===== src/rtl/frame_sync_pkg.sv =====
// frame_sync_pkg: shared state encodings and counter widths for the frame synchronizer
package frame_sync_pkg;
  typedef enum logic [1:0] {
    HUNT   = 2'd0,
    VERIFY = 2'd1,
    LOCKED = 2'd2
  } state_t;
  localparam int CNT_W  = 4;
  localparam int STAT_W = 16;
endpackage


===== src/rtl/frame_sync_controller_matcher.sv =====
// sync_word_matcher: serial shift register with a sync-word compare that includes the bit being accepted
module sync_word_matcher #(
  parameter int                  SYNC_LEN  = 4,
  parameter logic [SYNC_LEN-1:0] SYNC_WORD = 4'b1101
) (
  input  logic clk,
  input  logic rst,
  input  logic din,
  input  logic din_valid,
  output logic hit
);
  logic [SYNC_LEN-2:0] sr_q;
  logic [SYNC_LEN-1:0] win;
  assign win = {sr_q, din};
  assign hit = din_valid && (win == SYNC_WORD);
  // Only the newest SYNC_LEN-1 bits need storing; the incoming bit completes the window
  always_ff @(posedge clk)
    if (rst) sr_q <= '0;
    else if (din_valid) sr_q <= win[SYNC_LEN-2:0];
endmodule


===== src/rtl/frame_sync_controller.sv =====
// frame_sync_controller: hunt/verify/lock frame synchronizer with flywheel; FRAME_SYNC_STATS_EN adds lock-loss and sync-miss counters
module frame_sync_controller
  import frame_sync_pkg::*;
#(
  parameter int                  SYNC_LEN    = 4,
  parameter logic [SYNC_LEN-1:0] SYNC_WORD   = 4'b1101,
  parameter int                  FRAME_LEN   = 16,
  parameter int                  CONFIRM_CNT = 2,
  parameter int                  MISS_CNT    = 3
) (
  input  logic              clk,
  input  logic              rst,
  input  logic              din,
  input  logic              din_valid,
  output logic              locked,
  output logic              frame_start,
  output logic              payload_bit,
  output logic              payload_valid
`ifdef FRAME_SYNC_STATS_EN
  ,
  output logic [STAT_W-1:0] lock_loss_cnt,
  output logic [STAT_W-1:0] sync_miss_cnt
`endif
);
  localparam int               POS_W   = $clog2(FRAME_LEN);
  localparam logic [POS_W-1:0] LAST    = POS_W'(FRAME_LEN - 1);
  localparam logic [POS_W-1:0] PL_LAST = POS_W'(FRAME_LEN - SYNC_LEN - 1);
  state_t           state_q, state_d;
  logic [POS_W-1:0] pos_q, pos_d;
  logic [CNT_W-1:0] good_q, good_d, miss_q, miss_d;
  logic             hit, last, miss_ev;
  logic             locked_q, frame_start_d, frame_start_q;
  logic             payload_bit_d, payload_bit_q, payload_valid_d, payload_valid_q;
  sync_word_matcher #(.SYNC_LEN(SYNC_LEN), .SYNC_WORD(SYNC_WORD)) u_matcher (
    .clk      (clk),
    .rst      (rst),
    .din      (din),
    .din_valid(din_valid),
    .hit      (hit)
  );
  assign last = pos_q == LAST;
  // Next-state: frame position, confirmation and flywheel counters advance only on accepted bits
  always_comb begin
    state_d = state_q;
    pos_d   = pos_q;
    good_d  = good_q;
    miss_d  = miss_q;
    miss_ev = 1'b0;
    case (state_q)
      HUNT: if (hit) begin
        pos_d   = '0;
        good_d  = CNT_W'(1);
        state_d = VERIFY;
      end
      VERIFY: if (din_valid) begin
        pos_d = last ? '0 : pos_q + 1'b1;
        if (last) begin
          good_d  = good_q + 1'b1;
          miss_d  = '0;
          state_d = !hit ? HUNT : (good_d == CNT_W'(CONFIRM_CNT)) ? LOCKED : VERIFY;
        end
      end
      LOCKED: if (din_valid) begin
        pos_d = last ? '0 : pos_q + 1'b1;
        if (last) begin
          miss_ev = !hit;
          miss_d  = hit ? '0 : miss_q + 1'b1;
          state_d = (miss_ev && miss_d == CNT_W'(MISS_CNT)) ? HUNT : LOCKED;
        end
      end
      default: state_d = HUNT;
    endcase
  end
  assign payload_valid_d = din_valid && state_q == LOCKED && pos_q <= PL_LAST;
  assign payload_bit_d   = payload_valid_d && din;
  assign frame_start_d   = din_valid && last && state_d == LOCKED;
  // State and registered outputs; reset discards the bit accepted in the same cycle
  always_ff @(posedge clk)
    if (rst) begin
      state_q         <= HUNT;
      pos_q           <= '0;
      good_q          <= '0;
      miss_q          <= '0;
      locked_q        <= 1'b0;
      frame_start_q   <= 1'b0;
      payload_bit_q   <= 1'b0;
      payload_valid_q <= 1'b0;
    end else begin
      state_q         <= state_d;
      pos_q           <= pos_d;
      good_q          <= good_d;
      miss_q          <= miss_d;
      locked_q        <= state_d == LOCKED;
      frame_start_q   <= frame_start_d;
      payload_bit_q   <= payload_bit_d;
      payload_valid_q <= payload_valid_d;
    end
  assign locked        = locked_q;
  assign frame_start   = frame_start_q;
  assign payload_bit   = payload_bit_q;
  assign payload_valid = payload_valid_q;
`ifdef FRAME_SYNC_STATS_EN
  logic [STAT_W-1:0] loss_q, loss_d, smiss_q, smiss_d;
  assign loss_d  = (state_q == LOCKED && state_d == HUNT && loss_q != '1) ? loss_q + 1'b1 : loss_q;
  assign smiss_d = (miss_ev && smiss_q != '1) ? smiss_q + 1'b1 : smiss_q;
  // Saturating statistics counters
  always_ff @(posedge clk)
    if (rst) begin
      loss_q  <= '0;
      smiss_q <= '0;
    end else begin
      loss_q  <= loss_d;
      smiss_q <= smiss_d;
    end
  assign lock_loss_cnt = loss_q;
  assign sync_miss_cnt = smiss_q;
`endif
endmodule


===== config.mk =====
export PLATFORM = sky130hd
export DESIGN_NAME = frame_sync_controller
export DESIGN_NICKNAME = d
export VERILOG_FILES = /design/src/rtl/frame_sync_pkg.sv /design/src/rtl/frame_sync_controller_matcher.sv /design/src/rtl/frame_sync_controller.sv
export SDC_FILE = /design/constraint.sdc
export NUM_CORES = 1
export LEC_CHECK = 0
export ABC_CLOCK_PERIOD_IN_PS = 1850
export CORE_ASPECT_RATIO = 0.7
export CORE_MARGIN = 2
export CORE_UTILIZATION = 51
export CTS_CLUSTER_SIZE = 16
export DETAILED_ROUTE_END_ITERATION = 16
export PLACE_DENSITY_LB_ADDON = 0.2
export SLEW_MARGIN = 20
export SYNTH_ARGS = -nofsm -noshare
export SYNTH_HDL_FRONTEND = slang
export SYNTH_SLANG_ARGS = --single-unit

===== constraint.sdc =====
create_clock -name clk -period 1.85 [get_ports clk]
set_clock_uncertainty 0.15 [all_clocks]
set_input_delay 0.37 -clock clk [delete_from_list [all_inputs] [get_ports clk]]
set_output_delay 0.37 -clock clk [all_outputs]
set_load 0.02 [all_outputs]

== After elaboration in Yosys (flattened, before gate mapping) ==
Index checks and enable logic that the tools add are counted.

* Memory bits (read-only): 0
* Word-level logic and storage cells: 65
* Bits in latches: 0
* Memories kept: 0
* Memory bits (writable): 0
* Register bits: 21

* Mux-type cells: 23
* Bitwise logic cells: 0
* Equality and inequality tests: 13
* Add/subtract/negate cells: 3
* Shift-type cells: 0
* Div/mod/pow operators: 0
* Multiply operators: 0
* Order comparisons: 1
* Reductions and logical operators: 16

{| class="wikitable"
|+ Operators by type and width
! cell !! count
|-
| $mux W4 || 11
|-
| $pmux W4 S2 || 3
|-
| $mux W2 || 8
|-
| $add A4 B1 Y4 const B || 3
|-
| $ne A2 B2 Y1 const B || 5
|-
| $eq A4 B2 Y1 const B || 2
|-
| $eq A4 B4 Y1 const B || 2
|-
| $logic_and A1 B1 Y1 || 7
|-
| $pmux W2 S3 || 1
|-
| $reduce_bool A2 Y1 || 3
|-
| $reduce_and A5 Y1 || 1
|-
| $eq A2 B2 Y1 const B || 2
|-
| $le A4 B4 Y1 const B || 1
|-
| $reduce_and A4 Y1 || 1
|-
| $reduce_and A3 Y1 || 1
|-
| $eq A2 B1 Y1 const B || 1
|-
| $logic_not A2 Y1 || 1
|-
| $ne A2 B1 Y1 const B || 1
|-
| $reduce_or A2 Y1 || 1
|-
| $logic_not A1 Y1 || 1
|}

== Logic depth before layout (Yosys ltp) ==
Gate-level depths: netlist of the first run.

* Word-level depth: 11
* Mapped depth: 8

== By module ==
Synthesis of the first run repeated with hierarchy kept, for this count alone.

* Cell total of the unflattened synthesis: 133
* Area, all modules: 1168.6 µm²

{| class="wikitable"
|+ By module, submodules not included
! module !! sequential area each (µm²) !! cells an instance !! area an instance (µm²) !! instances
|-
| frame_sync_controller || 360.3 || 122 || 1044.8 || 1
|-
| sync_word_matcher || 60.1 || 11 || 123.9 || 1
|}

== Worst setup path after synthesis of the first run ==
OpenSTA, ideal clock, no wires.

* Path type: flip-flop to flip-flop
* Start: reg state_q[1]
* End: reg frame_start_q (netlist: frame_start)
* Arrival: 1.629 ns
* Clock period less this slack: 1.840 ns
* Setup time: 0.061 ns
* Setup slack: 0.010 ns
* Stages on the path, launching flop included: 9
* Cell sequence: dfxtp_1 > inv_1 > ha_1 > buf_6 > inv_1 > nor4_4 > nand4_1 > a311oi_2 > and4_1

* Cells in the longest elaborated chain, start to end: 5
* Elaborated cells between the ends (all ways): 11

{| class="wikitable"
|+ RTL lines
! item !! line !! source
|-
| start: declaration || frame_sync_controller.sv:28 || <nowiki>state_t state_q, state_d;</nowiki>
|-
| start signal: assignment || frame_sync_controller.sv:89 || <nowiki>state_q <= state_d;</nowiki>
|-
| $mux W2, on equally long branches || frame_sync_controller.sv:65, frame_sync_controller.sv:57 ||
|-
| $mux W2, on equally long branches || frame_sync_controller.sv:63, frame_sync_controller.sv:55 ||
|-
| $pmux W2 S3 * || frame_sync_controller.sv:49 || <nowiki>case (state_q)</nowiki>
|-
| $eq A2 B2 Y1 * || frame_sync_controller.sv:76 || <nowiki>assign frame_start_d = din_valid && last && state_d == LOCKED;</nowiki>
|-
| $logic_and A1 B1 Y1 * || frame_sync_controller.sv:76 ||
|-
| end signal: assignment || frame_sync_controller.sv:94 || <nowiki>frame_start_q <= frame_start_d;</nowiki>
|-
| end: declaration || frame_sync_controller.sv:32 || <nowiki>logic locked_q, frame_start_d, frame_start_q;</nowiki>
|}

Mark *: on every way between the ends. The rest lies on a longest branch, timed or not.
A chain may end at the register's enable or synchronous reset.

== Worst setup path in the final report of the first run ==
* Start: reg pos_q[1]
* End: reg frame_start_q (netlist: frame_start)

* Cells in the longest elaborated chain, start to end: 6
* Elaborated cells between the ends (all ways): 9

{| class="wikitable"
|+ RTL lines
! item !! line !! source
|-
| start: declaration || frame_sync_controller.sv:29 || <nowiki>logic [POS_W-1:0] pos_q, pos_d;</nowiki>
|-
| start signal: assignment || frame_sync_controller.sv:90 || <nowiki>pos_q <= pos_d;</nowiki>
|-
| $eq A4 B4 Y1 * || frame_sync_controller.sv:41 || <nowiki>assign last = pos_q == LAST;</nowiki>
|-
| $mux W2, on equally long branches || frame_sync_controller.sv:65, frame_sync_controller.sv:57 ||
|-
| $mux W2, on equally long branches || frame_sync_controller.sv:63, frame_sync_controller.sv:55 ||
|-
| $pmux W2 S3 || frame_sync_controller.sv:49 ||
|-
| $eq A2 B2 Y1 || frame_sync_controller.sv:76 ||
|-
| $logic_and A1 B1 Y1 * || frame_sync_controller.sv:76 ||
|}

Marked as above.

==> results of run 1 <==
area by class of cell:
cell class / count / area, um2
Multi-Input combinational cell: 100 / 754
Fill cell: 183 / 662
Sequential cell: 21 / 427
Timing Repair Buffer: 29 / 233
Tap cell: 32 / 40.0
Inverter: 8 / 30.0
Clock buffer: 4 / 26.3
power by group through the flow:
stage | logic [mW] | clock network, mW | registers, mW
2_1_floorplan | 0.0180 | 0 | 0.468
3_3_place_gp | 0.0359 | 0 | 0.469
3_5_place_dp | 0.0362 | 0 | 0.469
4_1_cts | 0.0348 | 0.232 | 0.459
5_1_grt | 0.0387 | 0.254 | 0.459
6_report | 0.0351 | 0.228 | 0.459
state kept, by name, indices dropped and copies added, names as in the netlist:
signal	count
good_q	4
payload_bit	1
payload_valid	1
pos_q	4
miss_q	4
locked	1
state_q	2
frame_start	1
u_matcher.sr_q	3
cells by family (layout without fill, tap and decap cells):
kind of cell,Yosys count,count (layout),synth area share [%]
buf+inv,12,41,5.09
flops,21,21,35.6
simple gates,52,52,25.8
xor+xnor,1,1,0.742
fa+ha+maj,8,8,8.48
compound gates,35,35,20.9
mux,4,4,3.39
through the flow:
stage	std cells	hold slack [ps]	worst slack [ps]
after CTS	194	354	4.43
after global placement	189	323	-441
final	194	236	21.2
after global routing	194	295	-31.8
after detailed placement	189	330	-506
after floorplan	133	302	10.5
Yosys cell counts, drive strengths merged (2+ instances only):
master	n
nand4	4
ha	8
nand3	6
mux2i	4
nor3	2
a311oi	2
a21oi	7
o32ai	2
or4	2
nor2	15
a22oi	2
and2	3
and4	2
nand2	11
clkbuf	2
buf	2
o21bai	3
nand2b	3
dfxtp	21
inv	8
o21ai	8
per-layer routing:
metal  share of wire, %  up-vias  GRT usage [%]
li1                   -      542              -
met1                 49      499           30.3
met2                 45       37           34.1
met3                5.6        2           5.56
met4               0.43        0           5.11
met5                  0        -              0
timing repair:
item	4_1_cts	5_1_grt
endpoints found under the hold margin	0	0
resized for setup	7	15
setup buffers	1	0
cloned	0	0
hold buffers	0	0
endpoints found under the setup margin	9	10
pin swaps	1	4
worst max-delay path by stage:
| stage | endpoint | slack (ps) | cells after the start |
|---|---|---|---|
| 4_1_cts | frame_start | 4 | 5 |
| 2_1_floorplan | frame_start | 10 | 8 |
| 6_report | frame_start | 20 | 5 |
| 3_5_place_dp | frame_start | -510 | 6 |
| 5_1_grt | frame_start | -30 | 5 |
| 3_3_place_gp | frame_start | -440 | 6 |
worst register-to-register path: cells and delay by family, from the launching register on:
kind                     cells  cell delay, ps
adder cells (fa/ha/maj)      1             180
AND/OR/NAND/NOR              2             440
flip-flops                   1             360
AO/OA/AOI/OAI                2             670
==> results.md, run 1 <==
- CTS clk-pin slew, worst paths: 120 ps
- Yosys cell types: 43
- H-tree depth: 1
- Ant diodes: 0
- First-pass GRT wire length: approximately 4400 um
- Worst EP arrival: 1940 ps
- Design Area, Final: 0.00151 mm2
- ANT nets after route: 0
- Slew Limit Fails: 0
- Top_reg_cell synth: dfxtp_1
- Peak Freq: 0.547 GHz
- Clock Power Share: between 30% and 40%
- Unrepaired setup endpoints after global routing: yes
- Share of the synthesized area in the top cell type: around 36%
- Rows: 14
- VDD IR max: 364 uV
- Crit-path cells: ha_4, and4_4, o32a_2, a311oi_2, and4_1
- Cells after synthesis: 133
- Design Power: 0.721 mW
- Worst EP required: 1960 ps
- Cts bufs inserted: 3
- Global route total overflow: 0
- Comb pwr share: 4.9%
- Final Cycle Share: between 90 and 100%
- R2r worst-path depth: 5
- R2r setup slk: 20 ps
- I/O Buffers: 7
- CP bufs+invs: 0
- Max stage delay on crit path: 360 ps
- Final hold vios: 0
- Register area share after synthesis: between 30 and 40%
- Final nets: 175
- Pwr per Cell Area: 478 mW/mm2
- Area delta synth->final: 28.0%
- EDFF count, synth: 0
- Sw Share: 23.0%
- Most frequent cells in the layout: 21 x buf_4, 16 x dfxtp_1, 13 x nor2_1
- DP HPWL: 1940 um
- Critical path capture point type: flip-flop
- Detailed Routing Iterations Pass 1: 4
- Sequential fraction of design power: roughly 64%
- Max transition margin: 80.0%
- Final TNS setup: 0 ps
- Proportion of layout cells with a drive suffix above 1: between 20% and 30%
- Most common cell after layout, fill and taps aside: buf_4
- Die Ht: around 44 um
- Vias in the first global route: ~1000
- Die area: 0.00272 mm2
- FF-to-FF End: frame_start
- DRC viols: 0
- Drt initial violations: 85
- Wirelength per Cell: roughly 13 um
- Total number of vias: 1080
- Int Power: 0.556 mW
- Ys Warns: 0
- Asr flop ratio synth: 0%
- Largest cells by area after synthesis: dfxtp_1 36%, ha_1 8.5%, nor2_1 4.5%, nand2_1 3.5%, mux2i_1 3.4%
- Max-Cap Viols: 0
- Static leakage: between 0.5 and 0.6 nW
- Core area: 0.00217 mm2
- Worst-path maximum fanout: 4
- Largest net degree at the start of global routing: 13
- Worst skew pair latency: between 300 and 400 ps
- Yosys reg bits: 21
- Hold path depth: 3
- NetSw: 0.166 mW
- Critical Path Source Type: flip-flop
- Post-layout min period: 1830 ps
- Die width: just over 60 um
- Final setup violation count: 0
- Crit path max-delay cell type: dfxtp_2
- Clock sinks: 21
- Actual slew at the worst max-slew pin: 300 ps
- Status: finished clean
- Synthesized area: approximately 0.0012 mm2
- Clock Path Buffers: 2
- DRT Wirelength: 2550 um
- Mapped Nets: 145
- Antenna violations before repair: 0
- Min-delay src: din_valid
- Critical path class: reg2reg
- Syn avg cell area: 8.87 um2
- Hold EP: payload_valid
- Synth area leader: dfxtp_1
- Routability Congestion: 0.861
- Finished Core Util: 69.5%
- Clock root buffer: clkbuf_4
- Worst setup startpoint: pos_q[1]
- Ports: 8
- Aggregate global-route resource usage: 21.8%
- Top cell family by delay on the critical path: compound AO/OA/AOI/OAI gates
- RR Startpoint: pos_q[1]
- CTS tree: done
- Initial Utilization: 54.3%
- Area after DPL: 0.00142 mm2
- Vias per cell: roughly 5.6
- Worst Hold Class: in2reg
Power figures use the tool's default switching activity.
==> run 2: changes to the inputs <==
Settings changed: CORE_MARGIN 2 to unset.
==> run 2 against run 1 <==
The run now ends with negative setup slack left. Hold slack gained 130 ps. Sequential share of layout area rose by 0.059 points. Power shrank 1.6%. Flip-flop and latch count unchanged. Critical path type unchanged.
==> results.md, run 2 (synthesized netlist as in run 1, its figures left out) <==
- Actual slew at the worst max-slew pin: 304 ps
- Most common cell after layout, fill and taps aside: buf_4
- Unrepaired setup endpoints after global routing: yes
- Slew Limit Fails: 0
- Crit-path cells: ha_4, and4_4, o32a_2, a311oi_2, and4_1
- CP bufs+invs: 0
- Routability Congestion: 0.887
- Core area: 0.00217 mm2
- Final worst slack: -5.69 ps
- Failing checks: negative setup slack
- Proportion of layout cells with a drive suffix above 1: 26.5%
- Vias per cell: 5.52
- Initial Utilization: 54.3%
- Global route total overflow: 0
- Antenna violations before repair: 0
- Aggregate global-route resource usage: 23.3%
- Worst EP arrival: between 1500 and 2000 ps
- Rows: 14
- DRC viols: 0
- ANT nets after route: 0
- CTS clk-pin slew, worst paths: 110 ps
- Critical Path Source Type: flip-flop
- DP HPWL: 2010 um
- Worst-path maximum fanout: 4
- Detailed Routing Iterations Pass 1: 4
- Drt initial violations: 41
- Design Area, Final: 0.00151 mm2
- Total number of vias: 1071
- Comb pwr share: 5.1%
- Clock Power Share: about 30%
- Max-Cap Viols: 0
- Final Cycle Share: 100%
- Status: finished, violations left
- Die Ht: 42.2 um
- Ports: 8
- Multi-input logic area: 751 um2
- CTS tree: done
- First-pass GRT wire length: 4460 um
- Worst skew pair latency: around 300 ps
- DRT Wirelength: approximately 2600 um
- Pre-CTS worst setup slack: -508 ps
- Max transition margin: 79.5%
- Max stage delay on crit path: 370 ps
- Final setup violation count: 1
- Finished Core Util: 69.6%
- Final hold vios: 0
- Filler cell count: 201
- Worst Hold Class: reg2reg
- Cts bufs inserted: 3
- Worst hold slack: 364 ps
- Most frequent cells in the layout: 21 x buf_4, 17 x dfxtp_1, 13 x nor2_1
- Static leakage: about 0.57 nW
- Largest registers: good_q: 4 flops, miss_q: 4 flops, pos_q: 4 flops
- Top cell family by delay on the critical path: compound AO/OA/AOI/OAI gates
- Area after DPL: 0.00142 mm2
- VDD IR max: 382 uV
- Post-layout min period: around 1900 ps
- Sw Share: 21.9%
- Pwr per Cell Area: 470 mW/mm2
- Ant diodes: 0
- Int Power: 0.554 mW
- Clock sinks: 21
- Largest net degree at the start of global routing: 14
- Critical path capture point type: flip-flop
- Worst EP required: 1950 ps
- I/O Buffers: 7
- Die area: ~0.0025 mm2
- Register Area: about 430 um2
- Sequential fraction of design power: approximately 64%
- NetSw: 0.156 mW
- Crit path max-delay cell type: dfxtp_4
- H-tree depth: 1
- Peak Freq: 0.539 GHz
- Clock Path Buffers: 2
- Wirelength per Cell: 13.3 um
- Vias in the first global route: about 1000
- Clock root buffer: clkbuf_4
- Die width: ~59 um
- Area delta synth->final: 28.1%
- Final nets: 175
- Critical path class: reg2reg
[run 2: changes by cell type in the layout (fill, tap and decap cells not counted), sizes merged]
| cell | delta |
|---|---|
| clkbuf | -1 |
| dlygate4sd2 | +1 |
[run 2: worst reg2reg max path, delay by kind of cell (launching register included)]
family / cells / cell delay [ps]
flip-flops: 1 / 370
AND/OR/NAND/NOR: 2 / 450
AO/OA/AOI/OAI: 2 / 670
adder cells (fa/ha/maj): 1 / 170
[run 2: path summary, 6_finish.rpt]
path	from	endpoint	slack, ps	cells after the start
worst max-delay path	pos_q[1]	frame_start	-6	5
worst min register to register	u_matcher.sr_q[2]	u_matcher.sr_q[2]	360	2
worst min-delay path	u_matcher.sr_q[2]	u_matcher.sr_q[2]	360	2
worst max register to register	pos_q[1]	frame_start	-6	5
[run 2: area by class of cell]
class                      count  share of cell area (%)
clock buffer                   4                    1.74
inverter                       8                    1.99
multi-input combinational    100                    49.7
sequential                    21                    28.3
tap                           32                    2.65
timing repair buffer          29                    15.6
[run 2: metal layers]
| layer | routed length, um | part of all wire (%) | track usage (%) |
|---|---|---|---|
| met1 | 1280 | 50 | 31.3 |
| met2 | 1160 | 45 | 36.4 |
| met3 | 96 | 3.7 | 6.79 |
| met4 | 44 | 1.7 | 6.05 |
| met5 | 0 | 0 | 0 |
[run 2: through the flow]
stage          cells  total power [mW]  setup TNS, ps
3_3_place_gp     189             0.505          -4910
5_1_grt          194             0.742           -116
2_1_floorplan    133             0.486              0
4_1_cts          193             0.721          -17.7
6_report         194             0.710          -5.69
3_5_place_dp     189             0.506          -5830
[run 2: timing repair]
| action | CTS | global route |
|---|---|---|
| buffers inserted | 0 | 1 |
| hold buffers | 0 | 0 |
| setup endpoints to repair | 13 | 12 |
| gates resized for setup | 7 | 11 |
| pin swaps | 2 | 6 |
[run 2: power groups by stage]
stage	Combinational [mW]	Clock (mW)	Sequential, mW
detailed placement	0.0367	0	0.469
CTS	0.0353	0.227	0.459
global placement	0.0360	0	0.469
floorplan	0.0180	0	0.468
global route	0.0394	0.245	0.458
finish	0.0359	0.217	0.457
==> run 3: changes to the inputs <==
Settings changed: PLACE_DENSITY set to 0.8, PLACE_DENSITY_LB_ADDON 0.2 to unset.
==> run 3 against run 2 <==
The run now ends clean. Flip-flop and latch count stayed put. Count of clock-buffer cells in the layout stayed put. Highest routed layer unchanged. First-iteration DRC count is 68% higher. Hold slack better by 3.9 ps. Critical path type unchanged. Critical path depth stayed put.
==> results.md, run 3 (synthesized netlist as in run 1, its figures left out) <==
- Comb pwr share: 5.0%
- Global-route met2 utilization: 40.4%
- Drt initial violations: 69
- First-pass GRT wire length: 4600 um
- I/O Buffers: 7
- Post-layout min period: 1830 ps
- Initial Utilization: 54.3%
- Area delta synth->final: 24.7%
- Most frequent cells in the layout: 17 x buf_4, 16 x dfxtp_1, 13 x nor2_1
- DRT Wirelength: 2680 um
- Wirelength per Cell: 14.1 um
- Clock sinks: 21
- Ports: 8
- Largest registers: good_q: 4 flops, miss_q: 4 flops, pos_q: 4 flops
- RR Startpoint: pos_q[1]
- Worst skew pair latency: 300 ps
- Die Ht: 42.2 um
- Sw Share: 21.7%
- Placed cells: around 190
- Grt met1 use: 31.1%
- Aggregate global-route resource usage: 24.3%
- Final hold vios: 0
- Unrepaired setup endpoints after global routing: yes
- Ant diodes: 0
- NetSw: about 0.15 mW
- Rows: 14
- Worst-path maximum fanout: 6
- Critical path capture point type: flip-flop
- Worst EP required: 1950 ps
- Total number of vias: 1108
- Vias in the first global route: 1043
- Die width: ~59 um
- Proportion of layout cells with a drive suffix above 1: roughly a quarter
- Crit path max-delay cell type: dfxtp_4
- Post-route insts no fill: 190
- Int Power: ~0.55 mW
- Die area: around 0.0025 mm2
- Final nets: 171
- Cts bufs inserted: 3
- ANT nets after route: 0
- Detailed Routing Iterations Pass 1: 4
- Global route total overflow: 0
- Static leakage: 0.546 nW
- Routability Congestion: 0.940
- Met3 Usage GRT: 6.79%
- Clock Power Share: 30.5%
- Pwr per Cell Area: slightly below 500 mW/mm2
- Max stage delay on crit path: 370 ps
- CTS clk-pin slew, worst paths: 110 ps
- R2r setup slk: between 20 and 25 ps
- Peak Freq: ~0.55 GHz
- CTS tree: done
- Actual slew at the worst max-slew pin: roughly 330 ps
- Vias per cell: 5.83
- Sequential fraction of design power: between 60% and 70%
- Hold Buf Count CTS: 0
- Status: finished clean
- Clock Path Buffers: 2
- DP HPWL: a little under 2000 um
- Crit-path cells: ha_4, and4_4, o32a_2, a311oi_2, and4_1
- Clock root buffer: clkbuf_4
- VDD IR max: 392 uV
- R2r worst-path depth: 5
- Most common cell after layout, fill and taps aside: buf_4
- Final setup violation count: 0
- Max-Cap Viols: 0
- Gr busiest metal: met2
- Worst Hold Class: reg2reg
- Critical Path Source Type: flip-flop
- Worst EP arrival: 1930 ps
- Antenna violations before repair: 0
- Hold path depth: 2
- Largest net degree at the start of global routing: 15
- H-tree depth: 1
- Final Cycle Share: between 90% and 100%
- Critical path class: reg2reg
- Max transition margin: 77.9%
- Crit path to: frame_start
- Core area: 0.00217 mm2
- DRC viols: 0
- FF-to-FF End: frame_start
- Finished Core Util: 67.7%
- Slew Limit Fails: 0
- Worst setup startpoint: pos_q[1]
-- run 3: per-stage QoR --
stage | hold WS, ps | TNS, ps | cell area (um2) | worst slack, ps | power, mW
final | 367 | 0 | 1470 | 22.0 | 0.708
after global routing | 396 | -78.2 | 1470 | -55.6 | 0.746
after CTS | 369 | 0 | 1440 | 5.27 | 0.723
after detailed placement | 349 | -4990 | 1390 | -462 | 0.506
after global placement | 316 | -4260 | 1390 | -403 | 0.505
after floorplan | 302 | 0 | 1180 | 10.5 | 0.486
-- run 3: per-layer routing --
metal	vias up	wire length [um]
met4	0	38
met1	520	1180
met5	-	0
met2	49	1250
li1	533	-
met3	6	206
-- run 3: final cells by class --
cell class / count / area, um2
inverters: 8 / 32.5
fillers: 195 / 701
clock buffers: 4 / 26.3
well taps: 32 / 40.0
flip-flops and latches: 21 / 429
repair buffers: 25 / 206
multi-input cells: 100 / 737
-- run 3: power by group through the flow --
stage	clock, mW	sequential (mW)	combinational, mW
detailed placement	0	0.469	0.0368
floorplan	0	0.468	0.0180
finish	0.216	0.457	0.0355
CTS	0.229	0.458	0.0354
global route	0.249	0.458	0.0391
global placement	0	0.469	0.0361
-- run 3: repair_timing --
item / 4_1_cts / 5_1_grt
pin swaps: 2 / 6
hold endpoints to repair: 0 / 0
setup endpoints to repair: 5 / 9
buffers inserted: 1 / 0
gates resized for setup: 10 / 11
-- run 3: how the worst min path moves through the flow --
stage                                  from  slack (ps)                 to
after floorplan                   miss_q[3]         300          miss_q[3]
after global placement            miss_q[3]         320          miss_q[3]
after detailed placement           pos_q[1]         350           pos_q[1]
after CTS                          pos_q[1]         370           pos_q[1]
after global routing              miss_q[3]         400          miss_q[3]
final                     u_matcher.sr_q[2]         370  u_matcher.sr_q[2]
-- run 3: critical path: cells and delay by family (launching register included) --
| family | cells | cell delay, ps |
|---|---|---|
| AOI/OAI and AO/OA | 2 | 650 |
| and+or+nand+nor | 2 | 440 |
| DFF | 1 | 370 |
| adders and majority gates | 1 | 170 |
